$ cat src/rtl/btn_evt.sv
// Button event decoder: turns a debounced level into press/release/long/repeat/double-click pulses.
// Auto-repeat in the long-hold state is built only when BTN_EVT_REPEAT_EN is defined.
module btn_evt #(
  parameter int unsigned LONG_CYC = 1000,
  parameter int unsigned REPT_CYC = 200,
  parameter int unsigned DBL_CYC  = 300
) (
  input  logic clk_i,
  input  logic rst_ni,
  input  logic btnq_i,
  output logic press_o,
  output logic release_o,
  output logic long_o,
  output logic rept_o,
  output logic dbl_o,
  output logic hold_o
);

  if (LONG_CYC < 2 || LONG_CYC > 65535 || REPT_CYC < 2 || REPT_CYC > 65535 ||
      DBL_CYC < 2 || DBL_CYC > 65535) begin : g_param_check
    $error("btn_evt: cycle parameters must lie in 2..65535");
  end

  typedef enum logic [2:0] {StIdle, StDown, StUpWait, StDown2, StLongH} state_e;

  // Thresholds are compared one cycle early because every output is registered.
  localparam logic [15:0] LongLast = 16'(LONG_CYC - 1);
  localparam logic [15:0] DblLast  = 16'(DBL_CYC - 1);

  state_e      state_q;
  logic [15:0] cnt_q;
  logic [15:0] cnt_inc;
  logic        s_q, s_dly_q;
  logic        rise, fall;
  logic        press_q, release_q, long_q, dbl_q, hold_q;

  assign rise    = s_q & ~s_dly_q;
  assign fall    = ~s_q & s_dly_q;
  assign cnt_inc = (cnt_q == 16'hFFFF) ? cnt_q : cnt_q + 16'd1;

`ifdef BTN_EVT_REPEAT_EN
  localparam logic [15:0] ReptLast = 16'(REPT_CYC - 1);
  logic rept_q;
  assign rept_o = rept_q;
`else
  assign rept_o = 1'b0;
`endif

  always_ff @(posedge clk_i or negedge rst_ni) begin
    if (!rst_ni) begin
      state_q   <= StIdle;
      cnt_q     <= '0;
      s_q       <= 1'b0;
      s_dly_q   <= 1'b0;
      press_q   <= 1'b0;
      release_q <= 1'b0;
      long_q    <= 1'b0;
      dbl_q     <= 1'b0;
      hold_q    <= 1'b0;
`ifdef BTN_EVT_REPEAT_EN
      rept_q    <= 1'b0;
`endif
    end else begin
      s_q       <= btnq_i;
      s_dly_q   <= s_q;
      press_q   <= 1'b0;
      release_q <= 1'b0;
      long_q    <= 1'b0;
      dbl_q     <= 1'b0;
      cnt_q     <= cnt_inc;
`ifdef BTN_EVT_REPEAT_EN
      rept_q    <= 1'b0;
`endif
      unique case (state_q)
        StIdle: begin
          cnt_q <= '0;
          if (rise) begin
            press_q <= 1'b1;
            hold_q  <= 1'b1;
            state_q <= StDown;
          end
        end
        StDown, StDown2: begin
          // Release wins over a coincident long threshold.
          if (fall) begin
            release_q <= 1'b1;
            hold_q    <= 1'b0;
            cnt_q     <= '0;
            state_q   <= (state_q == StDown) ? StUpWait : StIdle;
          end else if (cnt_q == LongLast) begin
            long_q  <= 1'b1;
            cnt_q   <= '0;
            state_q <= StLongH;
          end
        end
        StUpWait: begin
          // A rise on the expiry cycle still counts as a double click.
          if (rise) begin
            press_q <= 1'b1;
            dbl_q   <= 1'b1;
            hold_q  <= 1'b1;
            cnt_q   <= '0;
            state_q <= StDown2;
          end else if (cnt_q == DblLast) begin
            cnt_q   <= '0;
            state_q <= StIdle;
          end
        end
        StLongH: begin
          if (fall) begin
            release_q <= 1'b1;
            hold_q    <= 1'b0;
            cnt_q     <= '0;
            state_q   <= StIdle;
          end
`ifdef BTN_EVT_REPEAT_EN
          else if (cnt_q == ReptLast) begin
            rept_q <= 1'b1;
            cnt_q  <= '0;
          end
`endif
        end
        default: begin
          cnt_q   <= '0;
          hold_q  <= 1'b0;
          state_q <= StIdle;
        end
      endcase
    end
  end

  assign press_o   = press_q;
  assign release_o = release_q;
  assign long_o    = long_q;
  assign dbl_o     = dbl_q;
  assign hold_o    = hold_q;

endmodule

$ cat config.mk
export PLATFORM = sky130hd
export DESIGN_NAME = btn_evt
export DESIGN_NICKNAME = d
export VERILOG_FILES = /design/src/rtl/btn_evt.sv
export SDC_FILE = /design/constraint.sdc
export NUM_CORES = 1
export LEC_CHECK = 0
export ABC_CLOCK_PERIOD_IN_PS = 5650
export BUFFER_PORTS_ARGS = -buffer_cell sky130_fd_sc_hd__buf_4
export CAP_MARGIN = 40
export CORE_MARGIN = 2
export CORE_UTILIZATION = 45
export CTS_CLUSTER_SIZE = 16
export DETAILED_ROUTE_END_ITERATION = 8
export GPL_TIMING_DRIVEN = 0
export SYNTH_ARGS = -nofsm -noshare
export SYNTH_HDL_FRONTEND = slang
export SYNTH_SLANG_ARGS = --single-unit
$ cat constraint.sdc
create_clock -name clk_i -period 5.65 [get_ports clk_i]
set_clock_uncertainty 0.2 [all_clocks]
set_input_delay 0.2825 -clock clk_i [delete_from_list [all_inputs] [get_ports clk_i]]
set_output_delay 0.2825 -clock clk_i [all_outputs]
set_load 0.01 [all_outputs]
Word-level counts from Yosys, hierarchy flattened. Index checks and enable logic that the tools add are counted.

Register bits: 26. Output and inout bits: 6. Bits of input ports: 3. Logic and storage cells: 59.

Reduce and logical (&&, ||, !) cells: 6. Equal/unequal tests: 13. Add/sub/neg operators: 1. Muxes and demuxes: 26. Bitwise operators: 4.

Operator list (count): $mux W16 (6); $pmux W16 S3 (1); $mux W3 (6); $add A16 B1 Y16 const B (1); $eq A16 B10 Y1 const B (1); $eq A16 B16 Y1 const B (1); $eq A16 B9 Y1 const B (1); $pmux W3 S4 (1); $mux W1 (10); $eq A3 B2 Y1 const B (2); $ne A3 B3 Y1 const B (2); $ne A2 B1 Y1 const B (2); $ne A2 B2 Y1 const B (2); $reduce_and A4 Y1 (1); $reduce_or A2 Y1 (2); $eq A3 B1 Y1 const B (1); $eq A3 B3 Y1 const B (1); $logic_not A3 Y1 (1); $reduce_or A3 Y1 (1); $and A1 B1 Y1 (2); $mux W2 (1); $not A1 Y1 (2); $pmux W1 S2 (1); $reduce_and A2 Y1 (1).

Logic depth before layout (Yosys ltp). Gate-level depths: netlist (run 1).

Depth after elaboration: 5. Gate-level depth with buffers: 6. Gate-level depth less buffers: 5.

Worst setup path after synthesis (run 1). OpenSTA, ideal clock, no wires.

Kind: flip-flop to flip-flop. Start: reg cnt_q[0]. End: reg cnt_q[0]. Path slack: 3775 ps. Required time: 5307 ps. Arrival time: 1532 ps. Clock period less this slack: 1875 ps. Buffers on the path: 1. Library setup time: 143 ps. Stages on the path, launching flop included: 7. Cell sequence: dfrtp_1 > ha_1 > and4b_1 > nand4_2 > a22oi_4 > buf_6 > a22oi_1.

Cells in the longest elaborated chain, start to end: 5. Elaborated cells on any way between the ends: 11. Those cells by class: add/sub: 1; eq/ne: 3; mux: 7.

RTL lines: from (decl) (RTL line 31) `logic [15:0] cnt_q;`; from (signal assigned) (RTL line 70) `cnt_q <= cnt_inc;`; $add A16 B1 Y16 / $eq A16 B16 Y1 (equally long branches) (RTL line 39) `assign cnt_inc = (cnt_q == 16'hFFFF) ? cnt_q : cnt_q + 16'd1;`; $mux W16 (RTL line 39); $mux W16 (on tied branches) (RTL line 104, 90); $mux W16 (on tied branches) (RTL line 98, 85); $pmux W16 S3 * (RTL line 74) `unique case (state_q)`.

Mark *: on every way between the ends. The rest lies on a longest branch, timed or not. A chain may end at the register's enable or synchronous reset.

Worst setup path after layout (run 1).
Start: reg cnt_q[0]. End: reg cnt_q[6].

Same word-level chain as after synthesis.

==> results.sh, run 1 <==
export IMPL_outcome="completed"
export IMPL_power_switching_mw=0.125
export IMPL_async_reset_ff_frac=1.00
export IMPL_cts_root_buf="clkbuf_4"
export IMPL_firstDrtPassIters=4
export IMPL_clock_sinks=26
export IMPL_pwr_share_comb=0.186
export IMPL_fmaxAchievable_ghz=0.455
export IMPL_setup_viol=0
export IMPL_cts_made_buffers=3
export IMPL_dp_hpwl_um=2310
export IMPL_grt_ovfl_total=0
export IMPL_groute_usage_overall=0.203
export IMPL_die_y_um=61.1
export IMPL_postSynthCellCount=149
export IMPL_core_area_um2=3080
export IMPL_viasPerCell=5.97
export IMPL_clkPwrFrac=0.305
export IMPL_synth_area_leaders="dfrtp_1, nor2_1, a221oi_1"
export IMPL_power_density_nw_per_um2=264
export IMPL_portBuffers=7
export IMPL_final_cell_mix="dfrtp_1, nor2_1, buf_4, nand2_1, nand3_1"
export IMPL_drive_above_1_share=0.167
export IMPL_synth_area_leader_cell="dfrtp_1"
export IMPL_yosysWarnings=0
export IMPL_num_antenna_cells=0
export IMPL_rows=20
export IMPL_fin_crit_sh=0.389
export IMPL_synth_fp_nets=153
export IMPL_antenna_found_initial=0
export IMPL_drt_iter0_drc=94
export IMPL_p_seq_frac=0.509
export IMPL_die_x_um=61.1
export IMPL_wl_um=3280
export IMPL_peakVddDrop_mv=0.117
export IMPL_grt_pass1_wl_um=5480
export IMPL_layout_nets=167
export IMPL_gp_congestion=0.793
export IMPL_synth_edf_count=0
export IMPL_p_sw_frac=0.286
export IMPL_start_kind="register"
export IMPL_slowest_delay_ns=0.48
export IMPL_postSynthAreaPerCell_um2=9.86
export IMPL_path_class="register to register"
export IMPL_cp_arrival_ns=2.21
export IMPL_cts_tree="done"
export IMPL_h_tree_depth=1
export IMPL_ctsLongestPathBuffers=2
export IMPL_tightest_slew_ns=0.531
export IMPL_setup_tns_final_ns=0
export IMPL_drv_slew=0
export IMPL_fin_total_pwr_mw=0.436
export IMPL_drv_cap=0
export IMPL_critPathCaptureType="register"
export IMPL_path_clk_slew_ns=0.15
export IMPL_synth_cell_types=46
export IMPL_synth_seq_area_share=0.443
export IMPL_cts_setup_buffers=0
export IMPL_grt_pass1_vias=1091
export IMPL_hold_class="input port to async pin"
export IMPL_start_util=0.477
export IMPL_ys_flop_type="dfrtp_1"
export IMPL_yosysTopAreaCellShare=0.443
export IMPL_syn2layout_area_growth_pct=12.3
export IMPL_path_max_fanout=10
export IMPL_hold_violations=0
export IMPL_die_area_um2=3740
export IMPL_cp_slowest_cell="dfrtp_1"
export IMPL_path_cells="ha_1 > and4b_1 > nand4_2 > a22oi_4 > buf_6 > a22oi_1"
export IMPL_crit_required_ns=5.66
export IMPL_drc=0
export IMPL_post_drt_wl_per_cell_um=15.9
export IMPL_p_leak_nw=0.697
export IMPL_period_needed_ns=2.20
export IMPL_internal_power_mw=0.311
export IMPL_postRouteAntennaNets=0
export IMPL_synthesis_area_um2=1470
export IMPL_rsz0062_at_grt="no"
export IMPL_final_common_cell="dfrtp_1"
export IMPL_ios=9
export IMPL_grt_max_degree=27
export IMPL_clock_latency_ns=0.34
export IMPL_ys_seq_elements=26
export IMPL_via_count=1230
export IMPL_slew_headroom=0.645
[power groups by stage]
stage               clock, mW  sequential [mW]  combinational (mW)
finish                  0.133            0.222              0.0808
global placement            0            0.223              0.0808
floorplan                   0            0.222              0.0560
detailed placement          0            0.225              0.0811
global route            0.143            0.225              0.0905
CTS                     0.133            0.221              0.0825
[sequential cells by signal (all words and copies together), names as in the netlist]
| name | flops |
|---|---|
| cnt_q | 16 |
| state_q | 3 |
| dbl_o | 1 |
| hold_o | 1 |
| long_o | 1 |
| press_o | 1 |
| release_o | 1 |
| s_dly_q | 1 |
| s_q | 1 |
[area by class of cell]
type | count | area [µm²]
buffer | 7 | 47.5
clock buffer | 3 | 22.5
clock inverter | 1 | 30.0
fill | 288 | 1430
inverter | 4 | 15.0
multi-input combinational | 112 | 756
sequential | 26 | 651
tap | 44 | 55.1
timing repair buffer | 9 | 72.6
[layer usage]
metal | vias up | global-route usage | part of all wire
met3 | 7 | 0.0315 | 0.054
li1 | 592 | - | -
met5 | - | 0 | 0
met2 | 38 | 0.278 | 0.44
met4 | 0 | 0.0901 | 0.017
met1 | 593 | 0.313 | 0.49
[worst max-delay path: cells and delay by family (launching register included)]
kind | cells | cell delay (ns)
fa+ha+maj | 1 | 0.29
flops | 1 | 0.48
compound gates | 2 | 0.46
simple gates | 2 | 0.43
buf+inv | 1 | 0.20
[metrics by stage]
stage	utilization	cell area, µm²	setup slack (ns)	hold slack, ns	std cells
after floorplan	-	1470	3.78	-0.213	149
after global placement	0.512	1580	3.46	0.00917	200
after detailed placement	0.512	1580	3.46	0.0139	200
after CTS	0.536	1650	3.44	0.182	206
after global routing	0.536	1650	3.26	0.197	206
final	0.536	1650	3.45	0.162	206
[path summary, 6_finish.rpt]
path / from / end / slack, ns / cells after the start
max: cnt_q[0]$_DFF_PN0_ / cnt_q[6]$_DFF_PN0_ / 3.45 / 6
min reg2reg: s_q$_DFF_PN0_ / s_dly_q$_DFF_PN0_ / 0.24 / 0
min: rst_ni / cnt_q[15]$_DFF_PN0_ / 0.16 / 2
max in group asynchronous: rst_ni / cnt_q[9]$_DFF_PN0_ / 4.84 / 2
min in group clk_i: s_q$_DFF_PN0_ / s_dly_q$_DFF_PN0_ / 0.24 / 0
max reg2reg: cnt_q[0]$_DFF_PN0_ / cnt_q[6]$_DFF_PN0_ / 3.45 / 6
[cells in the mapped netlist (4+ instances only)]
cell type  count
nor4_1         5
o21ai_0        4
nand2b_1       4
nand2_1       10
nand3_1        8
nor2_1        15
a221oi_1       6
nand4_1        7
dfrtp_1       26
a22oi_1        6
inv_1          4
a21oi_1        7
[cell families after synthesis]
group / Yosys count / synth area share
compound gates: 35 / 0.176
other cells: 1 / 0.00255
simple gates: 71 / 0.302
flops: 26 / 0.443
fa+ha+maj: 1 / 0.00852
mux: 2 / 0.0136
xor+xnor: 2 / 0.0119
buf+inv: 11 / 0.0426
[timing repair]
action,4_1_cts,5_1_grt
hold buffers,2,0
endpoints found under the hold margin,27,0
resized for setup,0,0
No activity file was read; power rests on OpenSTA's default activity.
==> inputs of run 2 (changes only) <==
ABC_CLOCK_PERIOD_IN_PS = 2000   (was 5650)
clock period = 2 ns   (was 5.65 ns; I/O delays follow)
==> results.sh, run 2 (same netlist as run 1, synthesis figures left out) <==
export IMPL_post_drt_wl_per_cell_um=15.8
export IMPL_num_antenna_cells=0
export IMPL_start_kind="register"
export IMPL_period_needed_ns=1.88
export IMPL_final_cell_mix="dfrtp_1, buf_4, nor2_1, nand2_1, nand3_1"
export IMPL_die_y_um=61.1
export IMPL_power_density_nw_per_um2=733
export IMPL_syn2layout_area_growth_pct=18.8
export IMPL_drc=0
export IMPL_ctsLongestPathBuffers=2
export IMPL_clock_sinks=26
export IMPL_largest_register_ffs=16
export IMPL_p_leak_nw=0.738
export IMPL_critPathCaptureType="register"
export IMPL_via_count=1262
export IMPL_regToRegEndpoint="cnt_q[5]$_DFF_PN0_"
export IMPL_start_util=0.477
export IMPL_antenna_found_initial=0
export IMPL_wl_um=3380
export IMPL_grt_ovfl_total=0
export IMPL_path_class="register to register"
export IMPL_cp_arrival_ns=1.93
export IMPL_final_common_cell="dfrtp_1"
export IMPL_path_clk_slew_ns=0.14
export IMPL_firstDrtPassIters=5
export IMPL_ios=9
export IMPL_postRouteAntennaNets=0
export IMPL_drv_slew=0
export IMPL_min_path_cells=2
export IMPL_top_regs="cnt_q (16), state_q (3)"
export IMPL_die_x_um=61.1
export IMPL_reg2reg_from="cnt_q[0]$_DFF_PN0_"
export IMPL_portBuffers=7
export IMPL_viasPerCell=5.90
export IMPL_multi_input_area_um2=781
export IMPL_hp_start="btnq_i"
export IMPL_cts_root_buf="clkbuf_4"
export IMPL_drt_iter0_drc=90
export IMPL_hold_class="input port to register"
export IMPL_core_area_um2=3080
export IMPL_placed_cells=200
export IMPL_final_cells=214
export IMPL_groute_usage_overall=0.208
export IMPL_fin_crit_sh=0.940
export IMPL_layout_nets=175
export IMPL_peakVddDrop_mv=0.345
export IMPL_cts_tree="done"
export IMPL_hold_violations=0
export IMPL_dp_hpwl_um=2310
export IMPL_timing_hold_ws_ns=0.198
export IMPL_crit_required_ns=2.05
export IMPL_regArea_um2=653
export IMPL_reg2regPathDepth=6
export IMPL_hold_end="s_q$_DFF_PN0_"
export IMPL_outcome="completed"
export IMPL_drv_cap=0
export IMPL_setup_viol=0
export IMPL_regMostFlops="cnt_q"
export IMPL_rows=20
export IMPL_cts_made_buffers=3
export IMPL_grt_pass1_wl_um=5590
export IMPL_path_max_fanout=5
export IMPL_n_fill_cell=285
export IMPL_rsz0062_at_grt="no"
export IMPL_h_tree_depth=1
export IMPL_fmaxAchievable_ghz=0.532
export IMPL_grt_max_degree=25
export IMPL_clock_latency_ns=0.34
export IMPL_die_area_um2=3740
export IMPL_grt_pass1_vias=1133
export IMPL_setup_tns_final_ns=0
export IMPL_drive_above_1_share=0.235
export IMPL_rrSetupSlack_ns=0.12
export IMPL_gp_congestion=0.793
-- run 2: worst max-delay path by stage --
stage                                   start             endpoint  cells after the start
after detailed placement   cnt_q[0]$_DFF_PN0_   cnt_q[1]$_DFF_PN0_                      6
final                      cnt_q[0]$_DFF_PN0_   cnt_q[5]$_DFF_PN0_                      6
after global placement     cnt_q[0]$_DFF_PN0_  cnt_q[11]$_DFF_PN0_                      6
after global routing      cnt_q[11]$_DFF_PN0_   cnt_q[7]$_DFF_PN0_                      4
after CTS                  cnt_q[0]$_DFF_PN0_   cnt_q[1]$_DFF_PN0_                      6
after floorplan            cnt_q[0]$_DFF_PN0_   cnt_q[0]$_DFF_PN0_                      6
-- run 2: area by class of cell --
cell class | instances | share of cell area
well taps | 44 | 0.0315
clock inverters | 1 | 0.0172
clock buffers | 3 | 0.0129
inverters | 4 | 0.00860
repair buffers | 18 | 0.0832
flip-flops and latches | 26 | 0.374
plain buffers | 6 | 0.0251
multi-input cells | 112 | 0.447
-- run 2: timing repair --
item | CTS | global route
resized for setup | 3 | 6
endpoints found under the setup margin | 16 | 17
setup buffers | 3 | 4
hold endpoints to repair | 27 | 0
pin swaps | 3 | 5
hold buffers | 4 | 0
-- run 2: critical path, cell delays in order, from the launching register on --
cell	delay, ns
dfrtp_2	0.45
ha_2	0.22
and4b_1	0.21
nand4_2	0.13
a22oi_4	0.10
buf_4	0.16
a221oi_1	0.30
-- run 2: routing by layer --
metal | GRT usage | share of wire | vias up
met4 | 0.0901 | 0.018 | 0
met1 | 0.317 | 0.49 | 610
met2 | 0.289 | 0.44 | 35
li1 | - | - | 608
met3 | 0.0315 | 0.049 | 9
met5 | 0 | 0 | -
-- run 2: per-stage QoR --
stage | cell area, µm² | util | power (mW) | worst slack, ns
global route | 1750 | 0.567 | 1.35 | 0.00294
finish | 1750 | 0.567 | 1.28 | 0.120
floorplan | 1470 | - | 0.786 | 0.125
CTS | 1700 | 0.552 | 1.27 | 0.000737
global placement | 1580 | 0.512 | 0.859 | -0.186
detailed placement | 1580 | 0.512 | 0.865 | -0.188
-- run 2: where the power goes --
part | switching, mW | internal, mW | total (mW)
Sequential | 0.0426 | 0.572 | 0.615
Clock | 0.170 | 0.203 | 0.374
Combinational | 0.146 | 0.144 | 0.291
